### src/rtl/ctrl_pkg.sv
// Shared types and constants for the control pipeline: decoded control bundle,
// per-stage register layouts and forwarding-select encodings.
package ctrl_pkg;

  localparam int RA_W    = 5;
  localparam int ALUOP_W = 2;

  typedef struct packed {
    logic [ALUOP_W-1:0] aluop;
    logic               alusrc;
    logic               branch;
    logic               memread;
    logic               memwrite;
    logic               regwrite;
    logic               memtoreg;
  } ctrl_t;

  localparam ctrl_t CTRL_NOP = '0;

  localparam logic [1:0] FWD_RF  = 2'b00;
  localparam logic [1:0] FWD_MEM = 2'b10;
  localparam logic [1:0] FWD_WB  = 2'b01;

  // Later stages keep only the control fields that are still consumed downstream.
  typedef struct packed {
    ctrl_t           ctrl;
    logic [RA_W-1:0] rs1;
    logic [RA_W-1:0] rs2;
    logic [RA_W-1:0] rd;
  } id_ex_t;

  typedef struct packed {
    logic            memread;
    logic            memwrite;
    logic            regwrite;
    logic            memtoreg;
    logic [RA_W-1:0] rd;
  } ex_mem_t;

  typedef struct packed {
    logic            regwrite;
    logic            memtoreg;
    logic [RA_W-1:0] rd;
  } mem_wb_t;

endpackage

### src/rtl/fwd_unit.sv
// Forward-select for one EX operand: EX/MEM result beats MEM/WB result, x0 never forwards.
module fwd_unit
  import ctrl_pkg::*;
(
  input  logic [RA_W-1:0] ex_rs,
  input  logic            mem_regwrite,
  input  logic [RA_W-1:0] mem_rd,
  input  logic            wb_regwrite,
  input  logic [RA_W-1:0] wb_rd,
  output logic [1:0]      sel
);

  // NOTE: every always_comb output gets a default first so no path leaves it unassigned (no latch).
  always_comb begin
    sel = FWD_RF;
    if (mem_regwrite && (mem_rd != '0) && (mem_rd == ex_rs)) begin
      sel = FWD_MEM;
    end else if (wb_regwrite && (wb_rd != '0) && (wb_rd == ex_rs)) begin
      sel = FWD_WB;
    end
  end

endmodule

### src/rtl/ctrl_pipeline.sv
// ID/EX, EX/MEM and MEM/WB control registers with load-use stall, branch flush
// and operand forwarding selects.
module ctrl_pipeline
  import ctrl_pkg::*;
(
  input  logic               clk_i,
  input  logic               rst_i,
  input  logic [ALUOP_W-1:0] id_aluop_i,
  input  logic               id_alusrc_i,
  input  logic               id_branch_i,
  input  logic               id_memread_i,
  input  logic               id_memwrite_i,
  input  logic               id_regwrite_i,
  input  logic               id_memtoreg_i,
  input  logic [RA_W-1:0]    id_rs1_i,
  input  logic [RA_W-1:0]    id_rs2_i,
  input  logic [RA_W-1:0]    id_rd_i,
  input  logic               ex_taken_i,
  output logic [ALUOP_W-1:0] ex_aluop_o,
  output logic               ex_alusrc_o,
  output logic               ex_branch_o,
  output logic               mem_memread_o,
  output logic               mem_memwrite_o,
  output logic               wb_regwrite_o,
  output logic               wb_memtoreg_o,
  output logic [RA_W-1:0]    wb_rd_o,
  output logic [1:0]         fwd_a_o,
  output logic [1:0]         fwd_b_o,
  output logic               pc_write_o,
  output logic               ifid_write_o,
  output logic               ifid_flush_o
);

  id_ex_t  id_ex_q;
  id_ex_t  id_ex_d;
  ex_mem_t ex_mem_q;
  mem_wb_t mem_wb_q;

  logic stall;
  logic flush;

  always_comb begin
    stall = id_ex_q.ctrl.memread && (id_ex_q.rd != '0) &&
            ((id_ex_q.rd == id_rs1_i) || (id_ex_q.rd == id_rs2_i));
    flush = ex_taken_i;

    // A bubble clears the whole entry so it cannot trigger forwarding either.
    id_ex_d = '0;
    if (!(stall || flush)) begin
      id_ex_d.ctrl.aluop    = id_aluop_i;
      id_ex_d.ctrl.alusrc   = id_alusrc_i;
      id_ex_d.ctrl.branch   = id_branch_i;
      id_ex_d.ctrl.memread  = id_memread_i;
      id_ex_d.ctrl.memwrite = id_memwrite_i;
      id_ex_d.ctrl.regwrite = id_regwrite_i;
      id_ex_d.ctrl.memtoreg = id_memtoreg_i;
      id_ex_d.rs1           = id_rs1_i;
      id_ex_d.rs2           = id_rs2_i;
      id_ex_d.rd            = id_rd_i;
    end
  end

  // NOTE: sequential state uses non-blocking assignments so all three stages shift on the same edge.
  always_ff @(posedge clk_i) begin
    if (!rst_i) begin
      id_ex_q  <= '0;
      ex_mem_q <= '0;
      mem_wb_q <= '0;
    end else begin
      id_ex_q           <= id_ex_d;
      ex_mem_q.memread  <= id_ex_q.ctrl.memread;
      ex_mem_q.memwrite <= id_ex_q.ctrl.memwrite;
      ex_mem_q.regwrite <= id_ex_q.ctrl.regwrite;
      ex_mem_q.memtoreg <= id_ex_q.ctrl.memtoreg;
      ex_mem_q.rd       <= id_ex_q.rd;
      mem_wb_q.regwrite <= ex_mem_q.regwrite;
      mem_wb_q.memtoreg <= ex_mem_q.memtoreg;
      mem_wb_q.rd       <= ex_mem_q.rd;
    end
  end

  fwd_unit u_fwd_a (
    .ex_rs        (id_ex_q.rs1),
    .mem_regwrite (ex_mem_q.regwrite),
    .mem_rd       (ex_mem_q.rd),
    .wb_regwrite  (mem_wb_q.regwrite),
    .wb_rd        (mem_wb_q.rd),
    .sel          (fwd_a_o)
  );

  fwd_unit u_fwd_b (
    .ex_rs        (id_ex_q.rs2),
    .mem_regwrite (ex_mem_q.regwrite),
    .mem_rd       (ex_mem_q.rd),
    .wb_regwrite  (mem_wb_q.regwrite),
    .wb_rd        (mem_wb_q.rd),
    .sel          (fwd_b_o)
  );

  assign ex_aluop_o     = id_ex_q.ctrl.aluop;
  assign ex_alusrc_o    = id_ex_q.ctrl.alusrc;
  assign ex_branch_o    = id_ex_q.ctrl.branch;
  assign mem_memread_o  = ex_mem_q.memread;
  assign mem_memwrite_o = ex_mem_q.memwrite;
  assign wb_regwrite_o  = mem_wb_q.regwrite;
  assign wb_memtoreg_o  = mem_wb_q.memtoreg;
  assign wb_rd_o        = mem_wb_q.rd;

  // A taken branch overrides a pending stall: the dependent instruction is squashed anyway.
  assign pc_write_o   = !stall || flush;
  assign ifid_write_o = !stall || flush;
  assign ifid_flush_o = flush;

endmodule
### config.mk
export PLATFORM = sky130hd
export DESIGN_NAME = ctrl_pipeline
export DESIGN_NICKNAME = d
export VERILOG_FILES = /design/src/rtl/ctrl_pkg.sv /design/src/rtl/fwd_unit.sv /design/src/rtl/ctrl_pipeline.sv
export SDC_FILE = /design/constraint.sdc
export NUM_CORES = 1
export LEC_CHECK = 0
export BUFFER_PORTS_ARGS = -buffer_cell sky130_fd_sc_hd__buf_2
export CAP_MARGIN = 5
export CORE_MARGIN = 2
export CORE_UTILIZATION = 35
export CTS_CLUSTER_SIZE = 12
export DETAILED_ROUTE_END_ITERATION = 8
export SLEW_MARGIN = 20
export SYNTH_ARGS = -nofsm -noshare
export SYNTH_HDL_FRONTEND = slang
export SYNTH_SLANG_ARGS = --single-unit
### constraint.sdc
create_clock -name clk_i -period 2.1 [get_ports clk_i]
set_clock_uncertainty 0.1 [all_clocks]
set_input_delay 0.105 -clock clk_i [delete_from_list [all_inputs] [get_ports clk_i]]
set_output_delay 0.105 -clock clk_i [all_outputs]
set_load 0.01 [all_outputs]
==> run summary, run 1 <==
Synthesis
* **count of flip-flops with a built-in enable after synthesis** 0
* **library cell occupying the most area in the post-synthesis netlist** dfxtp_1
* **number of standard cells after synthesis** 163
* **main area contributors after synthesis** dfxtp_1 50%, xnor2_1 9.0%, xor2_1 7.8%
* **synthesized cell area** 0.00157 mm^2
* **leading cell types by count after synthesis** 39 x dfxtp_1, 25 x nand2_1, 23 x a21oi_1
* **most frequently used cell type in the post-synthesis netlist** dfxtp_1
* **portion of the post-synthesis area used by sequential elements** 49.9%
* **Yosys warnings** 0
* **most common flop cell mapped by yosys** dfxtp_1
* **total of flip-flops plus latches after synthesis** 39
* **FFs w/ async S/R, synth** 0%
* **number of distinct library cells after synthesis** 21
* **net count of the mapped netlist** 189
* **post-synth top area share** 49.9%
* **average footprint of a synthesized cell** 9.60 um^2

STA
* **final hold vios** 0
* **tightest slew margin relative to the limit** 70.1%
* **measured slew at the worst slew-check pin** 0.444 ns
* **maximum clock rate** 0.502 GHz
* **post-route clock period utilization** 94.8%
* **final number of setup-violating endpoints** 0
* **number of max-slew violations in the final report** 0
* **minimum clock period** 1.99 ns

Route
* **count of nets left with antenna violations after detail routing** 0
* **number of detailed-routing iterations run before antenna repair** 4
* **overall routed net length** 3530 um
* **post-detailed-route DRC marker count** 0
* **vias per inst** 4.42
* **Iter 0 DRT Violations** 46
* **number of vias after detailed routing** 1261
* **Routed wire per std cell** 12.4 um

CTS
* **clock tree from TritonCTS** built
* **buffer cell driving the clock tree root** clkbuf_8
* **H-tree depth reported by CTS** 2
* **Clk Latency, worst-skew pair** 0.29 ns
* **maximum buffer depth of the clock tree** 2
* **total CTS buffers** 5
* **clock-pin slew on the worst setup and hold paths** 0.07 ns
* **number of sinks driven by the clock tree** 39

Die
* **effective utilization at floorplan** 36.2%
* **core box area** 0.00432 mm^2
* **# rows** 24
* **Chip Width** 70.9 um
* **height of the die** 70.9 um
* **die area** 0.00502 mm^2
* **num ports** 46

Final layout
* **final antenna diode count** 0
* **Finished Layout Cells** 285
* **final layout net count** 258
* **layout cells sized above 1** 30.9%
* **area grow syn2layout** 39.2%

Worst setup path
* **slowest stage cell, crit path** or4_4
* **Critical Path AT** 1.79 ns
* **kind of start point of the critical path** flop
* **kind of end point of the critical path** output pin
* **kind of critical path** flop to output pin
* **number of cells on the worst reg-to-reg path** 3
* **delay of the slowest critical-path stage** 0.54 ns
* **critical path, cell by cell** or4_1 > o21ai_1 > or4_4 > nor4_2 > buf_2
* **Max FO, Critical Path** 4
* **Required @ worst endpoint** 1.89 ns
* **flop2flop setup slack** 0.54 ns

Run status
* **result of the run** finished clean

Place
* **Port Buffers** 45
* **hpwl dp** 2440 um
* **weighted congestion at the end of routability-driven global placement** 0.745
* **number of placed cells counting well taps** 253

Flow run
* **maxcap violations** 0

Global route
* **Total GRT Usage** 14.2%
* **GRT overflow** 0
* **number of antenna violations at the first check in global routing** 0
* **number of global-route vias before repair** 1275
* **pin count of the biggest net entering global routing** 25
* **wire length of the first global-routing pass** 5520 um

Hold path
* **Hold Path Class** primary input to flop
* **hold path cells** 4

Power
* **Power Dens Cells** 659 mW/mm^2
* **Total Power Consumption** 0.00143 W
* **leakage power** 1.01 nW
* **maximum VDD drop** 0.455 mV

-- worst paths after layout --
check | start | endpoint
worst max-delay path | wb_rd_o[3] | fwd_a_o[0]
worst min-delay path | ex_taken_i | id_ex_q[16]
worst max register to register | id_ex_q[1] | id_ex_q[11]
worst min register to register | id_ex_q[15] | ex_mem_q[5]
-- per-layer routing --
layer	up-vias	track usage, %	wire length, um
met3	4	3.85	180
met5	-	0	0
met4	0	7.13	40
met2	39	24.3	1720
met1	550	16.4	1590
li1	668	-	-
-- area by class of cell --
class / instances / area, um^2
multi-input combinational: 113 / 742
fill: 409 / 2150
clock buffer: 5 / 68.8
clock inverter: 3 / 15.0
sequential: 39 / 795
timing repair buffer: 73 / 493
tap: 52 / 65.1
-- through the flow --
step | setup WS (ns) | TNS (ns) | hold WS [ns] | area [um^2] | util [%]
after floorplan | 0.405 | 0 | 0.121 | 1570 | -
after global placement | 0.412 | 0 | 0.232 | 1810 | 41.9
after detailed placement | 0.362 | 0 | 0.228 | 1810 | 41.9
after CTS | 0.0343 | 0 | 0.0606 | 2130 | 49.2
after global routing | -0.00268 | -0.00268 | 0.116 | 2180 | 50.4
final | 0.109 | 0 | 0.0681 | 2180 | 50.4
-- flip-flops by register name (all words and copies together) (netlist names) --
register        flops
id_ex_q            19
ex_mem_q            7
wb_rd_o             5
ex_aluop_o          2
ex_alusrc_o         1
ex_branch_o         1
mem_memread_o       1
mem_memwrite_o      1
wb_memtoreg_o       1
wb_regwrite_o       1
-- critical path, delay by kind of cell (launching register included) --
family	cells	cell delay (ns)
DFF	1	0.37
buffers and inverters	1	0.16
AOI/OAI and AO/OA	1	0.06
and+or+nand+nor	3	0.91
-- what timing repair did --
action,in CTS,in global routing
buffers inserted,0,1
hold buffers,23,0
endpoints found under the setup margin,0,4
gates resized for setup,0,14
hold endpoints to repair,23,0
-- kinds of logic (layout without fill, tap and decap cells) --
kind of cell	Yosys count	after routing	share of synthesized area, %
flip-flops	39	39	49.9
AND/OR/NAND/NOR	56	56	19.4
buffers and inverters	11	81	4.72
AO/OA/AOI/OAI	27	27	9.19
XOR/XNOR	30	30	16.8
-- layout by cell type (no fill, tap or decap), types with 2 or more instances in the layout --
cell,synthesis,final
a21oi_1,23,23
and2_1,15,15
buf_2,2,45
buf_4,4,5
clkbuf_8,0,5
clkinv_2,0,3
dfxtp_1,39,34
dfxtp_2,0,2
dfxtp_4,0,3
dlygate4sd3_1,0,23
nand2_1,25,25
nand3_1,4,4
nor4_2,2,3
or4_1,5,2
or4_4,0,3
xnor2_1,16,16
xor2_1,14,14
-- where the power goes --
| part | leakage, nW | internal (W) | total [W] | switching [W] |
|---|---|---|---|---|
| logic | 0.642 | 0.0000977 | 0.000173 | 0.0000757 |
| registers | 0.322 | 0.000761 | 0.000782 | 0.0000211 |
| clock network | 0.0477 | 0.000227 | 0.000479 | 0.000252 |
| total | 1.01 | 0.00109 | 0.00143 | 0.000349 |
(Power assumes the default switching activity.)
==> run 2: changes to the inputs <==
- PLACE_DENSITY: not set -> 0.68
- REMOVE_ABC_BUFFERS: not set -> 1
- clock period: 2.1 -> 1.6 ns (I/O delays scaled with it)
==> run summary, run 2 (synthesis results as in run 1) <==
Die
* **die area** 0.00502 mm^2, unchanged
* **num ports** 46, unchanged
* **core box area** 0.00432 mm^2, unchanged
* **# rows** 24, unchanged
* **effective utilization at floorplan** 36.2%, unchanged
* **height of the die** 70.9 um, unchanged
* **Chip Width** 70.9 um, unchanged

Worst setup path
* **kind of start point of the critical path** flop
* **kind of critical path** flop to output pin
* **slowest stage cell, crit path** or4_4
* **timing startpoint of the critical path** ex_mem_q[1]
* **Reg-to-Reg Start** id_ex_q[2]
* **gate family responsible for the most delay along the worst path** simple AND/OR/NAND/NOR gates
* **Max FO, Critical Path** 2, -2
* **Critical Path AT** 1.75 ns, -0.04 ns
* **number of cells on the worst reg-to-reg path** 5, +2
* **endpoint of the worst register-to-register path** ex_branch_o
* **buffers plus inverters on the worst setup path** 2, +1
* **flop2flop setup slack** -0.04 ns, -0.58 ns
* **Required @ worst endpoint** 1.42 ns, -0.47 ns
* **critical path, cell by cell** or4_4 > o21ai_2 > buf_4 > nor4_4 > nor4_2 > buf_2
* **delay of the slowest critical-path stage** 0.52 ns, -0.02 ns
* **kind of end point of the critical path** output pin

Route
* **routed length on met2** 2170 um, +26%
* **count of nets left with antenna violations after detail routing** 0, unchanged
* **number of detailed-routing iterations run before antenna repair** 4, unchanged
* **vias per inst** 4.53, +2.3%
* **overall routed net length** 3880 um, +9.8%
* **Iter 0 DRT Violations** 24, -48%
* **top routing layer used** met4
* **number of vias after detailed routing** 1363, +8.1%
* **wire length on met1** 1520 um, -4.3%
* **post-detailed-route DRC marker count** 0, unchanged
* **amount of wire on met3 after detailed routing** 153 um, -15%
* **Routed wire per std cell** 12.9 um, +3.9%

CTS
* **total CTS buffers** 5, unchanged
* **buffer cell driving the clock tree root** clkbuf_8
* **Clk Latency, worst-skew pair** 0.28 ns, about the same
* **clock-pin slew on the worst setup and hold paths** 0.07 ns, about the same
* **maximum buffer depth of the clock tree** 2, unchanged
* **clock tree from TritonCTS** built
* **number of sinks driven by the clock tree** 39, unchanged
* **H-tree depth reported by CTS** 2, unchanged

Final layout
* **final antenna diode count** 0, unchanged
* **register with the most flip-flops** id_ex_q
* **share of the core filled with cells in the final layout** 57.5%, +7.1 points
* **area grow syn2layout** 58.8%
* **most common cell after layout, fill and taps aside** buf_2
* **layout cells sized above 1** 47.4%, +16 points
* **final layout net count** 274, +6.2%
* **flip-flop count of the largest register, all copies and words added** 19, unchanged
* **final non-filler cell area** 0.00248 mm^2, +14%
* **Finished Layout Cells** 301, +5.6%
* **leading cell types in the layout, fill and taps excluded** 44 x buf_2, 32 x dfxtp_1, 25 x nand2_1

Global route
* **number of antenna violations at the first check in global routing** 0, unchanged
* **Total GRT Usage** 15.6%, +1.4 points
* **GRT overflow** 0, unchanged
* **number of global-route vias before repair** 1425, +12%
* **wire length of the first global-routing pass** 6260 um, +13%
* **pin count of the biggest net entering global routing** 24, -4.0%

STA
* **measured slew at the worst slew-check pin** 0.305 ns, -0.139 ns
* **tightest slew margin relative to the limit** 79.5%, +9.4 points
* **final number of setup-violating endpoints** 9, +9
* **Fin Hold WS** 0.0781 ns, +0.0100 ns
* **maximum clock rate** 0.519 GHz
* **post-route clock period utilization** 120%
* **number of max-slew violations in the final report** 0, unchanged
* **setup repair after global routing missed its margin** true
* **min setup slack post-route** -0.327 ns, -0.436 ns
* **final hold vios** 0, unchanged
* **minimum clock period** 1.93 ns

Place
* **Port Buffers** 45, unchanged
* **weighted congestion at the end of routability-driven global placement** 0.799, +7.2%
* **hpwl dp** 2490 um, +2.1%
* **number of placed cells counting well taps** 264, +4.3%
* **cell area reported after detailed placement** 0.00193 mm^2, +6.3%

Hold path
* **startpoint of the tightest hold check path** rst_i
* **hold path cells** 2, -2
* **Hold Path Class** primary input to flop
* **sink of the worst hold path** mem_memwrite_o

Flow run
* **maxcap violations** 0, unchanged

Power
* **Power Dens Cells** 813 mW/mm^2, +23%
* **leakage power** 1.12 nW, +11%
* **maximum VDD drop** 0.643 mV, +41%

Run status
* **result of the run** finished, violations left
* **failing checks** negative setup slack

## run 2: per-stage QoR
step	total power [W]	setup TNS [ns]	setup slack [ns]
after floorplan	0.00114	-7.38	-0.434
after global placement	0.00124	-0.0716	-0.0386
after detailed placement	0.00125	-0.143	-0.0586
after CTS	0.00201	-1.84	-0.339
after global routing	0.00211	-2.40	-0.460
final	0.00202	-1.48	-0.327
## run 2: per-layer routing
metal / vias up / track usage (%)
li1: 703 / -
met1: 623 / 17.3
met2: 32 / 29.5
met3: 5 / 4.13
met4: 0 / 3.77
met5: - / 0
## run 2: final cells by class
type | count | area [um^2]
clock buffers | 8 | 100
repair buffers | 89 | 656
flip-flops and latches | 39 | 792
fillers | 388 | 1840
multi-input cells | 113 | 872
well taps | 52 | 65.1
## run 2: worst max path at each step
stage,slack [ns],cells after the start,endpoint
2_1_floorplan,-0.43,4,ifid_write_o
3_3_place_gp,-0.04,5,fwd_a_o[0]
3_5_place_dp,-0.06,5,fwd_a_o[0]
4_1_cts,-0.34,6,fwd_a_o[0]
5_1_grt,-0.46,6,fwd_b_o[0]
6_report,-0.33,6,fwd_a_o[0]
## run 2: repair_timing
item / CTS / global route
hold buffers: 23 / 0
hold endpoints to repair: 23 / 0
setup endpoints to repair: 6 / 25
gates resized for setup: 18 / 28
pin swaps: 11 / 5
setup buffers: 4 / 2
cloned: 0 / 0
## run 2: power breakdown
group / switching (W) / leakage [nW] / internal [W]
combinational: 0.000132 / 0.749 / 0.000161
sequential: 0.0000230 / 0.322 / 0.00100
clock: 0.000309 / 0.0515 / 0.000393
